--- src/rtl/dog_octave_engine_if.sv ---
// Bus between the DoG octave engine, the per-scale image BRAMs and the DoG output BRAMs.
interface dog_octave_engine_if #(
    parameter int DIMENSION  = 64,
    parameter int BIT_DEPTH  = 8,
    parameter int NUM_SCALES = 4
);
    localparam int AW = $clog2(DIMENSION * DIMENSION);
    localparam int OW = BIT_DEPTH + 1;

    logic                               start_in;
    logic [1:0]                         mode_in;
    logic [NUM_SCALES*BIT_DEPTH-1:0]    pix_in;
    logic [AW-1:0]                      read_addr_out;
    logic [AW-1:0]                      wr_addr_out;
    logic [(NUM_SCALES-1)*OW-1:0]       wr_data_out;
    logic                               wr_en_out;
    logic                               busy_out;
    logic                               done_out;

    modport master (
        output start_in, mode_in, pix_in,
        input  read_addr_out, wr_addr_out, wr_data_out, wr_en_out, busy_out, done_out
    );

    modport slave (
        input  start_in, mode_in, pix_in,
        output read_addr_out, wr_addr_out, wr_data_out, wr_en_out, busy_out, done_out
    );
endinterface

--- src/rtl/dog_octave_engine.sv ---
// Streams one octave of blurred scales and writes all NUM_SCALES-1 DoG images in a single raster pass.
// Address-to-write latency BRAM_LATENCY+1; no backpressure, BRAMs and DoG writes are free-running.
module dog_octave_engine #(
    parameter int DIMENSION    = 64,
    parameter int BIT_DEPTH    = 8,
    parameter int NUM_SCALES   = 4,
    parameter int BRAM_LATENCY = 2
) (
    input  logic               clk,
    input  logic               rst_in,
    dog_octave_engine_if.slave bus
);
    localparam int NPIX = DIMENSION * DIMENSION;
    localparam int AW   = $clog2(NPIX);
    localparam int OW   = BIT_DEPTH + 1;
    localparam int ND   = NUM_SCALES - 1;
    localparam logic [AW-1:0] LAST_ADDR = AW'(NPIX - 1);

    localparam logic [1:0] IDLE  = 2'd0;
    localparam logic [1:0] READ  = 2'd1;
    localparam logic [1:0] DRAIN = 2'd2;
    localparam logic [1:0] DONE  = 2'd3;

    localparam logic [1:0] MODE_HALF = 2'd1;
    localparam logic [1:0] MODE_ABS  = 2'd2;

    logic [1:0]              state;
    logic [1:0]              mode_q;
    logic [BRAM_LATENCY-1:0] vld_sr;
    logic [AW-1:0]           addr_sr [BRAM_LATENCY];
    logic [ND*OW-1:0]        dog_next;
    logic [OW-1:0]           diff;
    logic [OW-1:0]           mag;
    logic [OW-1:0]           field;

    always_ff @(posedge clk or posedge rst_in) begin
        if (rst_in) begin
            state             <= IDLE;
            mode_q            <= 2'd0;
            bus.read_addr_out <= '0;
            bus.busy_out      <= 1'b0;
            bus.done_out      <= 1'b0;
        end else begin
            case (state)
                IDLE: begin
                    if (bus.start_in) begin
                        state             <= READ;
                        mode_q            <= bus.mode_in;
                        bus.busy_out      <= 1'b1;
                        bus.read_addr_out <= '0;
                    end
                end
                READ: begin
                    if (bus.read_addr_out == LAST_ADDR) begin
                        state <= DRAIN;
                    end else begin
                        bus.read_addr_out <= bus.read_addr_out + 1'b1;
                    end
                end
                DRAIN: begin
                    // Empty shift register here means the final write is on the bus this cycle.
                    if (vld_sr == '0) begin
                        state        <= DONE;
                        bus.done_out <= 1'b1;
                    end
                end
                default: begin
                    state             <= IDLE;
                    bus.done_out      <= 1'b0;
                    bus.busy_out      <= 1'b0;
                    bus.read_addr_out <= '0;
                end
            endcase
        end
    end

    // Sharper minus fuzzier per adjacent scale pair, then shaped by the latched mode.
    always_comb begin
        dog_next = '0;
        diff     = '0;
        mag      = '0;
        field    = '0;
        for (int k = 0; k < ND; k++) begin
            diff = {1'b0, bus.pix_in[k*BIT_DEPTH +: BIT_DEPTH]}
                 - {1'b0, bus.pix_in[(k+1)*BIT_DEPTH +: BIT_DEPTH]};
            mag  = diff[OW-1] ? (~diff + OW'(1)) : diff;
            case (mode_q)
                MODE_HALF: field = {diff[OW-1], diff[OW-1:1]};
                MODE_ABS:  field = mag[OW-1] ? {1'b0, {BIT_DEPTH{1'b1}}}
                                             : {1'b0, mag[BIT_DEPTH-1:0]};
                default:   field = diff;
            endcase
            dog_next[k*OW +: OW] = field;
        end
    end

    always_ff @(posedge clk or posedge rst_in) begin
        if (rst_in) begin
            vld_sr          <= '0;
            for (int i = 0; i < BRAM_LATENCY; i++) begin
                addr_sr[i] <= '0;
            end
            bus.wr_en_out   <= 1'b0;
            bus.wr_addr_out <= '0;
            bus.wr_data_out <= '0;
        end else begin
            vld_sr[0]  <= (state == READ);
            addr_sr[0] <= bus.read_addr_out;
            for (int i = 1; i < BRAM_LATENCY; i++) begin
                vld_sr[i]  <= vld_sr[i-1];
                addr_sr[i] <= addr_sr[i-1];
            end
            bus.wr_en_out <= vld_sr[BRAM_LATENCY-1];
            if (vld_sr[BRAM_LATENCY-1]) begin
                bus.wr_addr_out <= addr_sr[BRAM_LATENCY-1];
                bus.wr_data_out <= dog_next;
            end
        end
    end
endmodule

--- src/flat_wrapper.sv ---
// flat-port wrapper written by rule: the top's interface ports become plain ports
module dog_octave_engine_flat 
#(
    parameter int DIMENSION    = 64,
    parameter int BIT_DEPTH    = 8,
    parameter int NUM_SCALES   = 4,
    parameter int BRAM_LATENCY = 2
)
  (clk, rst_in, bus_start_in, bus_mode_in, bus_pix_in, bus_read_addr_out, bus_wr_addr_out, bus_wr_data_out, bus_wr_en_out, bus_busy_out, bus_done_out);
  dog_octave_engine_if #(.DIMENSION(DIMENSION), .BIT_DEPTH(BIT_DEPTH), .NUM_SCALES(NUM_SCALES)) bus_i ();
  input  logic clk;
  input  logic rst_in;
  input wire logic [$bits(bus_i.start_in)-1:0] bus_start_in;
  input wire logic [$bits(bus_i.mode_in)-1:0] bus_mode_in;
  input wire logic [$bits(bus_i.pix_in)-1:0] bus_pix_in;
  output wire logic [$bits(bus_i.read_addr_out)-1:0] bus_read_addr_out;
  output wire logic [$bits(bus_i.wr_addr_out)-1:0] bus_wr_addr_out;
  output wire logic [$bits(bus_i.wr_data_out)-1:0] bus_wr_data_out;
  output wire logic [$bits(bus_i.wr_en_out)-1:0] bus_wr_en_out;
  output wire logic [$bits(bus_i.busy_out)-1:0] bus_busy_out;
  output wire logic [$bits(bus_i.done_out)-1:0] bus_done_out;
  assign bus_i.start_in = bus_start_in;
  assign bus_i.mode_in = bus_mode_in;
  assign bus_i.pix_in = bus_pix_in;
  assign bus_read_addr_out = bus_i.read_addr_out;
  assign bus_wr_addr_out = bus_i.wr_addr_out;
  assign bus_wr_data_out = bus_i.wr_data_out;
  assign bus_wr_en_out = bus_i.wr_en_out;
  assign bus_busy_out = bus_i.busy_out;
  assign bus_done_out = bus_i.done_out;
  dog_octave_engine #(.DIMENSION(DIMENSION), .BIT_DEPTH(BIT_DEPTH), .NUM_SCALES(NUM_SCALES), .BRAM_LATENCY(BRAM_LATENCY)) u_core (.clk(clk), .rst_in(rst_in), .bus(bus_i));
endmodule
--- config.mk ---
export PLATFORM = sky130hd
export DESIGN_NAME = dog_octave_engine_flat
export DESIGN_NICKNAME = d
export VERILOG_FILES = /design/src/rtl/dog_octave_engine_if.sv /design/src/rtl/dog_octave_engine.sv /design/src/flat_wrapper.sv
export SDC_FILE = /design/constraint.sdc
export NUM_CORES = 1
export LEC_CHECK = 0
export ABC_AREA = 0
export CAP_MARGIN = 15
export CORE_MARGIN = 4
export CORE_UTILIZATION = 44
export DETAILED_ROUTE_END_ITERATION = 10
export GPL_TIMING_DRIVEN = 0
export PLACE_DENSITY = 0.74
export SLEW_MARGIN = 5
export SYNTH_ARGS = -nofsm -noshare
export SYNTH_HDL_FRONTEND = slang
export SYNTH_SLANG_ARGS = --single-unit
--- constraint.sdc ---
create_clock -name clk -period 4.5 [get_ports clk]
set_input_delay 0.45 -clock clk [delete_from_list [all_inputs] [get_ports clk]]
set_output_delay 0.45 -clock clk [all_outputs]
set_load 0.05 [all_outputs]
==> flow_summary.yaml, run 1 <==
drt:
  drt_iter0_drc: 614
  ant_nets: 0
  wl_per_cell_um: 18.8
  wl_mm: 14.9
  num_vias: 4706
  post-route-drc-count: 0
  via_per_inst: 5.93
  dr.pass1.iters: 5
run_status:
  status: "complete, no violations"
pwr:
  p_seq_frac: 0.274
  p_leak_nw: 2.85
  power_frac_comb: 0.555
  p_clk_frac: 0.172
  p_per_area_nw_per_um2: 605
  p_sw_mw: 1.89
  ir_drop_mv: 0.497
  p_total_mw: 3.96
  internal_power_mw: 2.06
  swShare: 0.479
yosys:
  syn_nets: 618
  synth_flop_cell: "dfrtp_1"
  postSynthCellCount: 544
  yosysWarnings: 0
  ys_ff_latch: 84
  yosysUniqueCellTypes: 63
  synth.avg_cell_area_um2: 9.48
  netlist_area_um2: 5160
  synth_edf_count: 0
  postSynth.asyncResetShare: 1.00
  seq_area_frac_synth: 0.407
global_route:
  grt_max_degree: 64
  grt_use_total: 0.230
  grt_overflow: 0
  grt_pass1_vias: 4878
  grt_pass1_wl_mm: 24.6
  antenna_found_initial: 0
clock_network:
  insertion_delay_ps: 340
  cts_hold_buf: 0
  cts_tree: "yes"
  clk_pin_slew_ps: 60
  cts_setup_buffers: 0
  clock_sinks: 84
  ctsResizeCount: 0
  cts_root_buffer: "clkbuf_16"
  cts.path.max_buffers: 2
  numCtsBuffers: 9
  h-tree-depth: 3
timing:
  setup_ws_ps: 975
  drv_slew: 0
  hold_viol: 0
  tns_ps: 0
  rsz0062_at_grt: "no"
  maxSlewHeadroom: 0.408
  fin_skew_ps: 10.8
  finalSetupViolCount: 0
  min_period_over_period: 0.783
  finalCriticalPeriod_ps: 3520
  tightest_slew_ps: 884
  max_freq_mhz: 284
die:
  rows: 39
  die_area_um2: 13500
  ioPinCount: 91
  floorplan.initialDensity: 0.450
  dieWidth_um: 116
  core-area_um2: 11500
  die_height_um: 116
finish:
  seqCellArea_um2: 2100
  diodes: 0
  multiInputGateArea_um2: 2820
  syn_to_final_growth_pct: 26.7
  fillCellCount: 1008
  stdcell_area_um2: 6540
  fin_nets: 720
  drive_gt1_frac: 0.0600
worst_setup_path:
  critical_path_class: "input pin to flip-flop"
  cp_max_fo: 7
  cp.required_ps: 4760
  rr_worst_depth: 8
  worstPathArrival_ps: 3780
  endpoint_kind: "flip-flop"
  worstSetupStartpointType: "input pin"
flow_run:
  max_cap_violations: 0
worst_hold_path:
  hp-class: "flip-flop to flip-flop"
  min_path_cells: 0
placement:
  gp_congestion: 0.952
  port_buffers: 90
  place_hpwl_mm: 11.0
  place_area_um2: 6270
  place_ws_ps: 707
[kinds of logic (layout without fill, tap and decap cells)]
kind of cell,after synthesis,after routing,share of synthesized area
fa+ha+maj,37,37,0.0941
flops,84,84,0.407
compound gates,161,161,0.220
xor+xnor,30,30,0.0509
mux,16,16,0.0344
buf+inv,63,169,0.0458
simple gates,153,153,0.148
[area by class of cell]
cell class / count / area share
plain buffers: 14 / 0.00804
clock buffers: 10 / 0.0350
clock inverters: 5 / 0.00593
inverters: 49 / 0.0285
multi-input cells: 397 / 0.431
flip-flops and latches: 84 / 0.322
well taps: 143 / 0.0274
repair buffers: 91 / 0.142
[registers in the layout, summed over array words and instances (netlist names)]
signal and cells:
u_core.bus.done_out 1, u_core.bus.busy_out 1, u_core.state 2, u_core.bus.wr_addr_out 12, u_core.bus.read_addr_out 12, u_core.addr_sr 24
u_core.mode_q 2, u_core.vld_sr 2, u_core.bus.wr_data_out 27, u_core.bus.wr_en_out 1
[per-stage QoR]
stage,hold WS [ps],instances,utilization
6_report,354,793,0.570
5_1_grt,366,793,0.570
4_1_cts,356,793,0.570
3_5_place_dp,335,778,0.547
3_3_place_gp,333,777,0.544
2_1_floorplan,331,544,-
[cells in the mapped netlist (3+ instances only)]
cell type / instances / share of area
a22oi_1: 3 / 0.0044
o221ai_1: 5 / 0.0085
o2bb2ai_1: 5 / 0.0085
ha_1: 34 / 0.082
clkbuf_1: 14 / 0.010
nor3b_1: 3 / 0.0044
nand2b_1: 10 / 0.012
o21ai_0: 27 / 0.026
a211oi_1: 4 / 0.0058
a221oi_1: 7 / 0.012
a31oi_1: 4 / 0.0049
o31ai_1: 6 / 0.0087
o211ai_1: 8 / 0.012
dfrtp_1: 84 / 0.41
a2111oi_0: 3 / 0.0051
xor2_1: 16 / 0.027
o311ai_0: 5 / 0.0085
nand4_1: 4 / 0.0049
nor2_1: 58 / 0.042
or3_1: 9 / 0.011
nor2b_1: 3 / 0.0036
xnor2_1: 14 / 0.024
a2111o_1: 3 / 0.0065
mux2_2: 14 / 0.031
and3_1: 4 / 0.0049
o211a_1: 3 / 0.0058
fa_1: 3 / 0.012
nor3_1: 6 / 0.0058
inv_1: 49 / 0.036
o21bai_1: 3 / 0.0044
nand3_1: 7 / 0.0068
o32ai_1: 4 / 0.0068
nor4_1: 7 / 0.0085
a21o_1: 3 / 0.0044
o21a_1: 5 / 0.0073
o22ai_1: 10 / 0.012
nand2_1: 29 / 0.021
a21oi_1: 33 / 0.032
[layout by cell type, fill, tap and decap left out, drive strengths merged, types with 8 or more instances in the layout]
cell / instances
o22ai: 10
o21ai: 29
clkdlybuf4s50: 90
o211ai: 8
nand2b: 10
dfrtp: 84
clkbuf: 24
or3: 9
nor4: 8
mux2: 14
xnor2: 14
inv: 50
nand2: 29
nor2: 58
xor2: 16
ha: 34
a21oi: 33
[per-layer routing]
metal	wire (um)	GRT usage
met1	6360	0.309
met4	214	0.0882
met2	7130	0.374
met5	0	0
met3	1170	0.0389
[power by group through the flow]
stage               registers (mW)  clock network (mW)  logic [mW]
floorplan                     1.56                   0       0.994
global placement              1.09                   0        2.13
detailed placement            1.10                   0        2.16
CTS                           1.08               0.689        2.17
global route                  1.10               0.729        2.36
finish                        1.08               0.680        2.19
[critical path, cell delays in order]
cell	delay, ps
clkdlybuf4s50_1	520
ha_1	180
inv_1	50
fa_1	400
a211oi_1	410
nor2_1	120
xnor2_1	270
or4_4	560
nor4_4	490
a2111oi_0	140
o2bb2ai_1	180
[worst paths after layout]
path,slack [ps],start,to
min in group asynchronous,420,rst_in,u_core.bus.wr_addr_out[5]
worst max register to register,1980,u_core.bus.read_addr_out[0],u_core.bus.read_addr_out[9]
worst max-delay path,980,bus_pix_in[16],u_core.bus.wr_data_out[10]
max in group asynchronous,3480,rst_in,u_core.bus.wr_data_out[10]
worst min register to register,350,u_core.addr_sr[21],u_core.addr_sr[9]
worst min-delay path,350,u_core.addr_sr[21],u_core.addr_sr[9]
Note: power is estimated with default switching activity, not from simulation.
==> inputs of run 2 (changes only) <==
clock period = 3.45 ns   (was 4.5 ns; I/O delays follow)
==> run 2 against run 1 <==
Sequential cell count unchanged. Via count increased by 0.40%. Worst hold slack got worse by 37 ps. Setup slack got worse by 720 ps. First-iteration DRC count decreased by 0.81%. Sequential power increased by 31%. Routed wire length increased by 0.41%. Cell area increased by 0.29%. Clock skew about the same. Non-clock buffer count unchanged. Count of clock-buffer cells in the layout unchanged. Register-to-register slack got worse by 1000 ps. Critical endpoint is now u_core.bus.wr_data_out[5]. Largest power group unchanged. Highest routed layer unchanged.
==> flow_summary.yaml, run 2 (synthesis gave the netlist of run 1 again) <==
run_status:
  status: "complete, no violations"
timing:
  setup_ws_ps: 253
  tightest_slew_ps: 802
  min_period_over_period: 0.927
  drv_slew: 0
  fin_skew_ps: 10.6
  tns_ps: 0
  hold_viol: 0
  holdWs_ps: 317
  max_freq_mhz: 313
  finalSetupViolCount: 0
  rsz0062_at_grt: "no"
  maxSlewHeadroom: 0.462
  finalCriticalPeriod_ps: 3200
finish:
  reg.largest.list: "u_core.bus.wr_data_out: 27 flops, u_core.addr_sr: 24 flops"
  layout_commonest_cell: "clkdlybuf4s50_1"
  diodes: 0
  stdcell_area_um2: 6560
  final_cell_mix: "clkdlybuf4s50_1 (90), dfrtp_1 (84), nor2_1 (58)"
  largest_register_ffs: 27
  top_register: "u_core.bus.wr_data_out"
  fin_nets: 720
  drive_gt1_frac: 0.0646
  fillCellCount: 1007
  syn_to_final_growth_pct: 27.1
global_route:
  antenna_found_initial: 0
  grt_pass1_vias: 4878
  use_met2: 0.374
  grt_pass1_wl_mm: 24.6
  met1_usage: 0.309
  grt_use_total: 0.230
  busiest_layer: "met2"
  grt_max_degree: 64
  met3_usage: 0.0389
  grt_overflow: 0
worst_setup_path:
  cp_num_buf_inv: 2
  cp.required_ps: 3730
  max_stage_delay_ps: 630
  critPathTopFamily: "compound AO/OA/AOI/OAI gates"
  worstSetupStartpointType: "input pin"
  path_cells: "clkdlybuf4s50_1 -> inv_1 -> ha_1 -> nor2b_1 -> o2111ai_1 -> a31oi_1 -> xnor2_1 -> nand4bb_1 -> a2111oi_0 -> or3_1"
  rrSetupSlack_ps: 940
  cp.depth: 10
  crit_end: "u_core.bus.wr_data_out[5]"
  critical_path_class: "input pin to flip-flop"
  cp-startpoint: "bus_pix_in[9]"
  endpoint_kind: "flip-flop"
  rr_worst_depth: 8
  worstPathArrival_ps: 3480
  worstReg2RegStart: "u_core.bus.read_addr_out[0]"
  cp_slowest_cell: "clkdlybuf4s50_1"
  r2r_end: "u_core.bus.read_addr_out[9]"
  cp_max_fo: 6
die:
  dieWidth_um: 116
  die_area_um2: 13500
  ioPinCount: 91
  rows: 39
  floorplan.initialDensity: 0.450
  core-area_um2: 11500
  die_height_um: 116
drt:
  dr.pass1.iters: 7
  wl_mm: 14.9
  drt_iter0_drc: 609
  wl_per_cell_um: 18.8
  ant_nets: 0
  via_per_inst: 5.96
  num_vias: 4725
  post-route-drc-count: 0
clock_network:
  clock_sinks: 84
  cts_tree: "yes"
  cts_hold_buf: 0
  cts_root_buffer: "clkbuf_16"
  clk_pin_slew_ps: 60
  h-tree-depth: 3
  cts_setup_buffers: 0
  numCtsBuffers: 9
  insertion_delay_ps: 340
  ctsResizeCount: 0
  cts.path.max_buffers: 2
placement:
  port_buffers: 90
  place_area_um2: 6270
  place_ws_ps: -238
  place_hpwl_mm: 11.0
  gp_congestion: 0.952
flow_run:
  max_cap_violations: 0
pwr:
  ir_drop_mv: 0.648
  p_total_mw: 5.17
  p_per_area_nw_per_um2: 788
  p_leak_nw: 2.85
worst_hold_path:
  hp-class: "input pin to asynchronous set/reset pin"
-- run 2: changes by cell type in the layout (fill, tap and decap cells not counted) --
| cell | delta |
|---|---|
| a211oi_1 | -1 |
| a211oi_2 | +1 |
| nor4_1 | -1 |
| nor4_2 | +1 |
| xnor2_1 | -1 |
| xnor2_2 | +1 |
-- run 2: how the worst min path moves through the flow --
stage / startpoint / to / slack [ps] / cells past startpoint
after floorplan: u_core.addr_sr[12] / u_core.addr_sr[0] / 330 / 0
after global placement: u_core.addr_sr[12] / u_core.addr_sr[0] / 330 / 0
after detailed placement: u_core.addr_sr[20] / u_core.addr_sr[8] / 330 / 0
after CTS: rst_in / u_core.addr_sr[5] / 320 / 2
after global routing: rst_in / u_core.addr_sr[5] / 350 / 2
final: rst_in / u_core.bus.wr_addr_out[5] / 320 / 2
-- run 2: through the flow --
step	std cells	utilization
floorplan	544	-
global placement	777	0.544
detailed placement	778	0.547
CTS	793	0.570
global route	793	0.572
finish	793	0.572
-- run 2: worst register-to-register path, stage by stage (launching register included) --
cell and delay [ps]:
dfrtp_1 470, ha_1 230, nand3_1 90, nor4_1 660, a21oi_1 260, nand4_1 280
or3_1 170, xor2_1 160, nor2_1 50
-- run 2: report_power, final --
group	switching, mW	internal, mW	leakage (nW)
Combinational	1.90	0.965	1.64
Sequential	0.171	1.24	1.10
Clock	0.401	0.486	0.117
Total	2.48	2.69	2.85
-- run 2: per-layer routing --
metal,part of all wire,up-vias
met5,0,-
met4,0.015,0
met3,0.079,22
met2,0.48,230
met1,0.42,2274
li1,-,2199
-- run 2: cell type report --
class,count,area (um2),share of cell area
Clock buffer,10,229,0.0349
Sequential cell,84,2100,0.321
Tap cell,143,179,0.0273
Inverter,49,186,0.0284
Buffer,14,52.6,0.00802
Timing Repair Buffer,91,928,0.142
Clock inverter,5,38.8,0.00592
Multi-Input combinational cell,397,2840,0.433
==> inputs of run 3 (changes only) <==
CAP_MARGIN = 20   (was 15)
==> results of run 3 <==
The final DEF is identical to that of run 2; final timing and power are the same.
